File: config.mk
export PLATFORM = sky130hd
export DESIGN_NAME = writeback_stage
export DESIGN_NICKNAME = d
export VERILOG_FILES = /design/src/rtl/wb_pkg.sv /design/src/rtl/wb_fifo.sv /design/src/rtl/writeback_stage.sv
export SDC_FILE = /design/constraint.sdc
export NUM_CORES = 1
export LEC_CHECK = 0
export CORE_ASPECT_RATIO = 0.8
export CORE_UTILIZATION = 40
export DETAILED_ROUTE_END_ITERATION = 8
export SKIP_CTS_REPAIR_TIMING = 1
export SYNTH_ARGS = -nofsm -noshare
export SYNTH_HDL_FRONTEND = slang
export SYNTH_SLANG_ARGS = --single-unit
File: constraint.sdc
create_clock -name iClk -period 2.81 [get_ports iClk]
set_input_delay 0.843 -clock iClk [delete_from_list [all_inputs] [get_ports iClk]]
set_output_delay 0.843 -clock iClk [all_outputs]
set_load 0.02 [all_outputs]
File: src/rtl/wb_pkg.sv
`default_nettype none
// ============================================================================
//  Module      : wb_pkg
//  Description : Shared widths, source identifiers and the FIFO entry layout
//                used by the writeback stage.
//  Revision    : 1.0 - initial release
// ============================================================================
package wb_pkg;

    localparam int XLEN_C  = 32;
    localparam int AW_C    = 5;
    localparam int NREGS_C = 32;

    // Producer identity, used to remember who won the last two-way tie.
    typedef enum logic {
        SRC_ALU = 1'b0,
        SRC_LD  = 1'b1
    } src_e;

    // One retiring result: destination register and value.
    typedef struct packed {
        logic [AW_C-1:0]   addr;
        logic [XLEN_C-1:0] data;
    } wb_entry_t;

endpackage
`default_nettype wire

File: src/rtl/wb_fifo.sv
`default_nettype none
// ============================================================================
//  Module      : wb_fifo
//  Description : Small synchronous FIFO with registered full/empty flags.
//                Exposes its storage and a per-slot valid mask so the owner
//                can scan pending entries.
//  Revision    : 1.0 - initial release
// ============================================================================
module wb_fifo
    import wb_pkg::*;
#(
    parameter int  DEPTH   = 2,
    parameter type ENTRY_T = wb_entry_t
) (
    input  logic                 clk,
    input  logic                 rst,
    input  logic                 i_push,
    input  ENTRY_T               i_entry,
    input  logic                 i_pop,
    output ENTRY_T               o_head,
    output logic                 o_full,
    output logic                 o_empty,
    output ENTRY_T [DEPTH-1:0]   o_mem,
    output logic   [DEPTH-1:0]   o_valid
);

    localparam int PW = $clog2(DEPTH);

    logic [PW:0]          wr_ptr_q, wr_ptr_d;
    logic [PW:0]          rd_ptr_q, rd_ptr_d;
    logic                 full_q, full_d;
    logic                 empty_q, empty_d;
    ENTRY_T [DEPTH-1:0]   mem_q, mem_d;
    logic                 w_push;
    logic                 w_pop;
    logic [PW:0]          w_count;

    assign w_push  = i_push && !full_q;
    assign w_pop   = i_pop && !empty_q;
    assign w_count = wr_ptr_q - rd_ptr_q;

    // Next pointers, storage write and flags derived from the next pointers.
    always_comb begin
        wr_ptr_d = wr_ptr_q + {{PW{1'b0}}, w_push};
        rd_ptr_d = rd_ptr_q + {{PW{1'b0}}, w_pop};
        mem_d    = mem_q;
        if (w_push) begin
            mem_d[wr_ptr_q[PW-1:0]] = i_entry;
        end
        empty_d = (wr_ptr_d == rd_ptr_d);
        full_d  = (wr_ptr_d[PW] != rd_ptr_d[PW]) &&
                  (wr_ptr_d[PW-1:0] == rd_ptr_d[PW-1:0]);
    end

    // State register; reset empties the FIFO and drops its contents.
    always_ff @(posedge clk) begin
        if (rst) begin
            wr_ptr_q <= '0;
            rd_ptr_q <= '0;
            full_q   <= 1'b0;
            empty_q  <= 1'b1;
            mem_q    <= '0;
        end else begin
            wr_ptr_q <= wr_ptr_d;
            rd_ptr_q <= rd_ptr_d;
            full_q   <= full_d;
            empty_q  <= empty_d;
            mem_q    <= mem_d;
        end
    end

    // A slot is live when its distance from the read pointer is below the count.
    for (genvar i = 0; i < DEPTH; i++) begin : g_valid
        logic [PW-1:0] w_off;
        assign w_off      = PW'(i) - rd_ptr_q[PW-1:0];
        assign o_valid[i] = ({1'b0, w_off} < w_count);
    end

    assign o_head  = mem_q[rd_ptr_q[PW-1:0]];
    assign o_full  = full_q;
    assign o_empty = empty_q;
    assign o_mem   = mem_q;

endmodule
`default_nettype wire

File: src/rtl/writeback_stage.sv
`default_nettype none
// ============================================================================
//  Module      : writeback_stage
//  Description : Collects results from the ALU and load unit through small
//                FIFOs, arbitrates round-robin onto the single register-file
//                write port and exports a pending-write busy mask.
//                Optional macro WB_BYPASS_EN adds same-cycle read forwarding.
//  Revision    : 1.0 - initial release
// ============================================================================
module writeback_stage
    import wb_pkg::*;
#(
    parameter int DEPTH = 2,
    parameter int XLEN  = XLEN_C,
    parameter int AW    = AW_C
) (
    input  logic               iClk,
    input  logic               iRst,
    input  logic               iAluValid,
    output logic               oAluReady,
    input  logic [AW-1:0]      iAluAddr,
    input  logic [XLEN-1:0]    iAluData,
    input  logic               iLdValid,
    output logic               oLdReady,
    input  logic [AW-1:0]      iLdAddr,
    input  logic [XLEN-1:0]    iLdData,
    output logic               oWrite,
    output logic [AW-1:0]      oAddrC,
    output logic [XLEN-1:0]    oRegC,
`ifdef WB_BYPASS_EN
    input  logic [AW-1:0]      iAddrA,
    input  logic [AW-1:0]      iAddrB,
    input  logic [XLEN-1:0]    iRegA,
    input  logic [XLEN-1:0]    iRegB,
    output logic [XLEN-1:0]    oRegA,
    output logic [XLEN-1:0]    oRegB,
`endif
    output logic [NREGS_C-1:0] oBusy
);

    typedef struct packed {
        logic [AW-1:0]   addr;
        logic [XLEN-1:0] data;
    } entry_t;

    entry_t               alu_head, ld_head, head;
    entry_t [DEPTH-1:0]   alu_mem, ld_mem;
    logic   [DEPTH-1:0]   alu_valid_mask, ld_valid_mask;
    logic                 alu_full, alu_empty, ld_full, ld_empty;
    logic                 pop_alu, pop_ld;
    src_e                 last_q, last_d;
    logic                 write_q, write_d;
    logic [AW-1:0]        addr_q, addr_d;
    logic [XLEN-1:0]      data_q, data_d;
    logic [NREGS_C-1:0]   busy;

    wb_fifo #(
        .DEPTH   (DEPTH),
        .ENTRY_T (entry_t)
    ) u_alu_fifo (
        .clk     (iClk),
        .rst     (iRst),
        .i_push  (iAluValid),
        .i_entry ('{addr: iAluAddr, data: iAluData}),
        .i_pop   (pop_alu),
        .o_head  (alu_head),
        .o_full  (alu_full),
        .o_empty (alu_empty),
        .o_mem   (alu_mem),
        .o_valid (alu_valid_mask)
    );

    wb_fifo #(
        .DEPTH   (DEPTH),
        .ENTRY_T (entry_t)
    ) u_ld_fifo (
        .clk     (iClk),
        .rst     (iRst),
        .i_push  (iLdValid),
        .i_entry ('{addr: iLdAddr, data: iLdData}),
        .i_pop   (pop_ld),
        .o_head  (ld_head),
        .o_full  (ld_full),
        .o_empty (ld_empty),
        .o_mem   (ld_mem),
        .o_valid (ld_valid_mask)
    );

    // Ready depends only on the registered full flag, never on valid.
    assign oAluReady = !alu_full;
    assign oLdReady  = !ld_full;

    // Round-robin pick; the tie pointer moves only when both sources compete.
    always_comb begin
        pop_alu = 1'b0;
        pop_ld  = 1'b0;
        last_d  = last_q;
        if (!alu_empty && !ld_empty) begin
            if (last_q == SRC_ALU) begin
                pop_ld = 1'b1;
                last_d = SRC_LD;
            end else begin
                pop_alu = 1'b1;
                last_d  = SRC_ALU;
            end
        end else if (!alu_empty) begin
            pop_alu = 1'b1;
        end else if (!ld_empty) begin
            pop_ld = 1'b1;
        end
        head    = pop_ld ? ld_head : alu_head;
        write_d = (pop_alu || pop_ld) && (head.addr != '0);
        addr_d  = addr_q;
        data_d  = data_q;
        if (pop_alu || pop_ld) begin
            addr_d = head.addr;
            data_d = head.data;
        end
    end

    // Output registers and tie pointer; reset lets the ALU win the first tie.
    always_ff @(posedge iClk) begin
        if (iRst) begin
            last_q  <= SRC_LD;
            write_q <= 1'b0;
            addr_q  <= '0;
            data_q  <= '0;
        end else begin
            last_q  <= last_d;
            write_q <= write_d;
            addr_q  <= addr_d;
            data_q  <= data_d;
        end
    end

    // Pending-write mask over live FIFO slots plus the write in progress.
    always_comb begin
        busy = '0;
        for (int i = 0; i < DEPTH; i++) begin
            if (alu_valid_mask[i] && (alu_mem[i].addr != '0)) begin
                busy[alu_mem[i].addr] = 1'b1;
            end
            if (ld_valid_mask[i] && (ld_mem[i].addr != '0)) begin
                busy[ld_mem[i].addr] = 1'b1;
            end
        end
        if (write_q) begin
            busy[addr_q] = 1'b1;
        end
        busy[0] = 1'b0;
    end

    assign oBusy  = busy;
    assign oWrite = write_q;
    assign oAddrC = addr_q;
    assign oRegC  = data_q;

`ifdef WB_BYPASS_EN
    // Forward the write in progress to matching read ports in the same cycle.
    always_comb begin
        oRegA = iRegA;
        oRegB = iRegB;
        if (write_q && (addr_q == iAddrA) && (iAddrA != '0)) begin
            oRegA = data_q;
        end
        if (write_q && (addr_q == iAddrB) && (iAddrB != '0)) begin
            oRegB = data_q;
        end
    end
`endif

endmodule
`default_nettype wire

Word level (Yosys, flattened, before mapping)

Index checks and enable logic that the tools add are counted.

Register bits after elaboration: 199
Input port bits: 78
Output and inout port bits: 72
Logic and storage cells: 122

Add/sub/neg operators: 10
Magnitude comparators: 20
Equality and inequality tests: 6
Muxes and demuxes: 33
Bitwise logic cells: 4
Reductions and logical operators: 29

Operator list:

| operator                                                           | number |
|---|---|
| two-way mux 37 bit                                                 | 7 |
| two-way mux 32 bit                                                 | 5 |
| bitwise mux 74 bit                                                 | 2 |
| OR 32 bit                                                          | 4 |
| demux 37 bit (select 1 bit)                                        | 2 |
| less-than comparator 5 x 6 -> 1 bit (second input constant)        | 5 |
| demux 1 bit (select 5 bit)                                         | 5 |
| greater-or-equal comparator 5 x 1 -> 1 bit (second input constant) | 5 |
| nonzero test 5 bit                                                 | 5 |
| logical AND 1 bit                                                  | 19 |
| two-way mux 1 bit                                                  | 12 |
| adder 2 x 1 -> 2 bit                                               | 4 |
| less-than comparator 1 x 2 -> 1 bit                                | 4 |
| less-than comparator 1 x 2 -> 1 bit (second input constant)        | 4 |
| == test 2 bit                                                      | 2 |
| logical NOT 1 bit                                                  | 4 |
| subtractor 1 bit (first input constant)                            | 4 |
| subtractor 2 bit                                                   | 2 |
| == test 1 bit                                                      | 2 |
| greater-or-equal comparator 1 bit (second input constant)          | 2 |
| inequality test 1 bit                                              | 2 |
| logical OR 1 bit                                                   | 1 |

Longest topological paths before layout

Word-level depth: 13
Mapped depth: 9
Depth with buffers taken out: 7

Modules after synthesis

From an unflattened synthesis, not the netlist that was laid out.

Cells, all modules: 1024
Area total of the unflattened synthesis: 9840.7 um^2

Modules (own cells, without submodules):

| module          | instances | cells each | area each (um^2) | seq. area each (um^2) |
|---|---|---|---|---|
| wb_fifo         | 2         | 308        | 3410.8           | 1601.5 |
| writeback_stage | 1         | 408        | 3019.1           | 780.7 |

Worst setup path before layout

OpenSTA, ideal clock, no wires.

Kind: register -> output
Start: register u_alu_fifo.rd_ptr_q[0]
End: output port oBusy[12]
Arrival: 2303 ps
Data required time: 1967 ps
Setup slack: -336 ps
Cell stages (with the launch flop): 9
Buffers on the path: 3
Cells stage by stage: dfxtp_1 > buf_2 > buf_2 > nand2_1 > ha_1 > o21bai_1 > or3b_1 > clkbuf_1 > o221ai_1

Cells in the longest elaborated chain, start to end: 12
Elaborated cells between the ends (all ways): 16
Classes of those cells: add/sub: 3; order compare: 2; mux: 5; bitwise: 4; reduce/logical: 2

Ends and longest elaborated chain:

| item                                                 | RTL line                     | RTL |
|---|---|---|
| start: declaration                                   | wb_fifo.sv:30                | `logic [PW:0] rd_ptr_q, rd_ptr_d;` |
| start signal: assignment                             | wb_fifo.sv:65                | `rd_ptr_q <= rd_ptr_d;` |
| subtractor 2 bit or subtractor 1 bit (tied branches) | wb_fifo.sv:40, wb_fifo.sv:75 |  |
| less-than comparator 1 x 2 -> 1 bit                  | wb_fifo.sv:76                | `assign o_valid[i] = ({1'b0, w_off} < w_count);` |
| logical AND 1 bit                                    | writeback_stage.sv:140       | `if (alu_valid_mask[i] && (alu_mem[i].addr != '0)) begin` |
| two-way mux 32 bit                                   | writeback_stage.sv:140       |  |
| OR 32 bit (no source line)                           | n/a                          |  |
| two-way mux 32 bit                                   | writeback_stage.sv:143       | `if (ld_valid_mask[i] && (ld_mem[i].addr != '0)) begin` |
| OR 32 bit (no source line)                           | n/a                          |  |
| two-way mux 32 bit (*)                               | writeback_stage.sv:140       |  |
| OR 32 bit (no source line)                           | n/a                          |  |
| two-way mux 32 bit (*)                               | writeback_stage.sv:143       |  |
| OR 32 bit (no source line)                           | n/a                          |  |
| two-way mux 32 bit (*)                               | writeback_stage.sv:147       | `if (write_q) begin` |
| end: declaration                                     | writeback_stage.sv:38        | `output logic [NREGS_C-1:0] oBusy` |

Mark *: on every way between the ends. The rest lies on a longest branch, timed or not.

Final worst setup path

Start: register u_alu_fifo.wr_ptr_q[1]
End: output port oBusy[4]

Cells in the longest elaborated chain, start to end: 12
Elaborated cells between the ends (all ways): 14
Classes of those cells: add/sub: 1; order compare: 2; mux: 5; bitwise: 4; reduce/logical: 2

Ends and longest elaborated chain:

| item                                | RTL line               | RTL |
|---|---|---|
| start: declaration                  | wb_fifo.sv:29          | `logic [PW:0] wr_ptr_q, wr_ptr_d;` |
| start signal: assignment            | wb_fifo.sv:64          | `wr_ptr_q <= wr_ptr_d;` |
| subtractor 2 bit (*)                | wb_fifo.sv:40          | `assign w_count = wr_ptr_q - rd_ptr_q;` |
| less-than comparator 1 x 2 -> 1 bit | wb_fifo.sv:76          |  |
| logical AND 1 bit                   | writeback_stage.sv:140 |  |
| two-way mux 32 bit                  | writeback_stage.sv:140 |  |
| OR 32 bit (no source line)          | n/a                    |  |
| two-way mux 32 bit                  | writeback_stage.sv:143 |  |
| OR 32 bit (no source line)          | n/a                    |  |
| two-way mux 32 bit (*)              | writeback_stage.sv:140 |  |
| OR 32 bit (no source line)          | n/a                    |  |
| two-way mux 32 bit (*)              | writeback_stage.sv:143 |  |
| OR 32 bit (no source line)          | n/a                    |  |
| two-way mux 32 bit (*)              | writeback_stage.sv:147 |  |

Marks and branches as above.

==> results by group <==
Placed design
  – Port bufs: 148
  – GP Congestion: 0.911
  – Post-DP HPWL: 17.9 mm
  – Placed cells: 1472
  – DP Worst Slack: -0.309 ns

Timing
  – Final Max Tran Viols: 0
  – Worst slew pin tran: 0.776 ns
  – Setup TNS: -4.91 ns
  – Min Tclk post-route: 3.12 ns
  – RSZ-0062 raised after global routing: yes
  – Fin crit share: 1.11
  – Fmax achieved: 320 MHz
  – Final setup viols: 31
  – Clock skew: 0.0103 ns
  – Final WS setup: -0.311 ns
  – Fin. Hold Viols: 0
  – Slew HR: 0.483

Synth
  – Synthesized area: 0.00938 mm2
  – Yosys top cell by area: dfxtp_1
  – Avg Inst Size Synth: 9.36 um2
  – Yosys cell types: 44
  – Syn Nets: 1088
  – Post-Syn Instances: 1002
  – Top cell type's share of synthesized area: 0.425
  – Warnings from Yosys: 0
  – Synthesized flop and latch total: 199
  – Register area share after synthesis: 0.425
  – Synth area leaders: dfxtp_1 (42%), mux2i_1 (23%), nor2_1 (8.4%)

GRT
  – Total GRT Usage: 0.220
  – Largest net degree at the start of global routing: 90
  – Initial antenna violation count: 1
  – Grt ovf: 0
  – Number of global-route vias before repair: 7710
  – First-pass GRT wire length: 42.2 mm

Clocking
  – Worst-Skew Late Latency: 0.43 ns
  – CTS root buffer: clkbuf_16
  – Number of buffers created by CTS: 17
  – CTS sink cnt: 199
  – CTS tree: done
  – Max Root-Sink Buffers: 2
  – Worst-path clk slew: 0.07 ns
  – CTS HTree Levels: 4

Hold path
  – HP Class: reg -> reg

Power
  – Max VDD drop: 0.453 mV
  – PwrDens: 863 mW/mm2
  – P_leak: 4.85 nW

Finish
  – Finished Core Util: 0.572
  – Final Non-Filler Cells: 1506
  – Most common cell after layout, fill and taps aside: mux2i_1
  – Fillers: 2052
  – Final Net Count: 1273
  – Most frequent cells in the layout: mux2i_1 (219), nor2_1 (198), dfxtp_1 (193)
  – Total inserted antenna cells: 0
  – Area Growth Syn to Fin: 38.7%
  – Layout cell share with drive strength beyond 1: 0.203

Setup path
  – Worst path required time: 1.97 ns
  – CP Class: reg -> out
  – Cells along the critical path: xnor2_2, ha_4, o21bai_4, or3b_4, buf_12, o211ai_1, buf_4
  – Startpoint types: register
  – CP endpoint kind: output pin
  – Max incr delay on CP: 0.40 ns
  – Slowest CP cell: or3b_4
  – Worst Path Max Fanout: 7
  – CP arrival: 2.28 ns

Die
  – Die X: 173 um
  – Initial Utilization: 0.412
  – DIE AREA: 0.0241 mm2
  – Ports: 150
  – Row Count: 49
  – Core area: 0.0227 mm2
  – Die Y-Extent: 139 um

Detailed routing
  – Drt drc: 0
  – Via count: 7954
  – First-pass detailed-route iteration total: 5
  – Post-DR vias/cell: 5.28
  – Total Wirelength: 26.7 mm
  – 1st-iter DRT viols: 700
  – Final ANT Viol Nets: 0
  – WL/cell: 17.8 um

Run status
  – Status: finished with violations
  – Failing checks: negative setup slack

Run
  – Max-cap check violation count: 0
==> logic make-up (layout without fill, tap and decap cells) <==
family,after synthesis,after routing,synth area share
other,1,1,0.000400
buffers and inverters,84,282,0.0398
AND/OR/NAND/NOR,356,356,0.171
AO/OA/AOI/OAI,121,121,0.106
adder cells (fa/ha/maj),8,8,0.0107
multiplexers,222,222,0.237
flip-flops,199,199,0.425
XOR/XNOR,11,11,0.0103
==> per-layer routing <==
layer	wire length, um	track usage
met5	13	0
met4	293	0.0489
met3	1730	0.0546
met2	11600	0.338
met1	13100	0.310
==> area by class of cell <==
cell class | count | area [um2] | area share
multi-input cells | 719 | 5600 | 0.431
flip-flops and latches | 199 | 4000 | 0.307
repair buffers | 243 | 2420 | 0.186
clock buffers | 21 | 450 | 0.0346
well taps | 306 | 383 | 0.0294
clock inverters | 11 | 131 | 0.0101
inverters | 7 | 26.3 | 0.00202
==> power by group <==
part           internal (mW)  switching (mW)  total, mW
registers               3.36           0.382       3.74
logic                   2.40            2.66       5.06
clock network           1.29            1.14       2.43
==> registers in the layout (all words and copies together), names as in the netlist <==
| name | flops |
|---|---|
| u_alu_fifo.wr_ptr_q | 2 |
| oAddrC | 5 |
| u_alu_fifo.o_full | 1 |
| u_ld_fifo.o_mem | 74 |
| last_q | 1 |
| u_ld_fifo.o_empty | 1 |
| oRegC | 32 |
| u_alu_fifo.rd_ptr_q | 2 |
| u_ld_fifo.o_full | 1 |
| oWrite | 1 |
| u_ld_fifo.wr_ptr_q | 2 |
| u_alu_fifo.o_mem | 74 |
| u_ld_fifo.rd_ptr_q | 2 |
| u_alu_fifo.o_empty | 1 |
==> Yosys cell counts, drive strengths merged <==
| cell | count |
|---|---|
| a21o | 2 |
| a21oi | 2 |
| a22oi | 1 |
| a32o | 34 |
| a41oi | 1 |
| buf | 38 |
| clkbuf | 39 |
| conb | 1 |
| dfxtp | 199 |
| ha | 8 |
| inv | 7 |
| mux2 | 3 |
| mux2i | 219 |
| nand2 | 76 |
| nand2b | 4 |
| nand3 | 8 |
| nand3b | 18 |
| nand4b | 1 |
| nand4bb | 3 |
| nor2 | 209 |
| nor2b | 5 |
| nor3 | 3 |
| nor3b | 2 |
| nor4 | 1 |
| o211ai | 1 |
| o21a | 6 |
| o21ai | 12 |
| o21bai | 1 |
| o221ai | 30 |
| o22ai | 24 |
| o32a | 6 |
| o32ai | 1 |
| or3 | 4 |
| or3b | 16 |
| or4 | 3 |
| or4b | 3 |
| xnor2 | 9 |
| xor2 | 2 |
==> worst max-delay path, delay by kind of cell, from the launching register on <==
kind / cells / cell delay, ns
AOI/OAI and AO/OA: 2 / 0.35
xor gates and xnor gates: 1 / 0.15
adders and majority gates: 1 / 0.26
buffers and inverters: 2 / 0.35
DFF: 1 / 0.34
and+or+nand+nor: 1 / 0.40
==> per-stage QoR <==
step | total power, mW | area, um2 | hold WS [ns]
2_1_floorplan | 6.84 | 9800 | 0.460
3_3_place_gp | 8.60 | 12200 | 0.445
3_5_place_dp | 8.63 | 12200 | 0.458
4_1_cts | 11.1 | 12800 | 0.475
5_1_grt | 11.8 | 13000 | 0.498
6_report | 11.2 | 13000 | 0.470
==> path summary, 6_finish.rpt <==
path / from / cells past startpoint / endpoint / slack [ns]
setup / recovery: u_alu_fifo.wr_ptr_q[1] / 7 / oBusy[4] / -0.31
hold / removal: oRegC[13] / 1 / oRegC[13] / 0.47
hold reg to reg: oRegC[13] / 1 / oRegC[13] / 0.47
setup reg to reg: u_alu_fifo.rd_ptr_q[0] / 6 / oWrite / 0.73
Note: power is estimated with default switching activity, not from simulation.
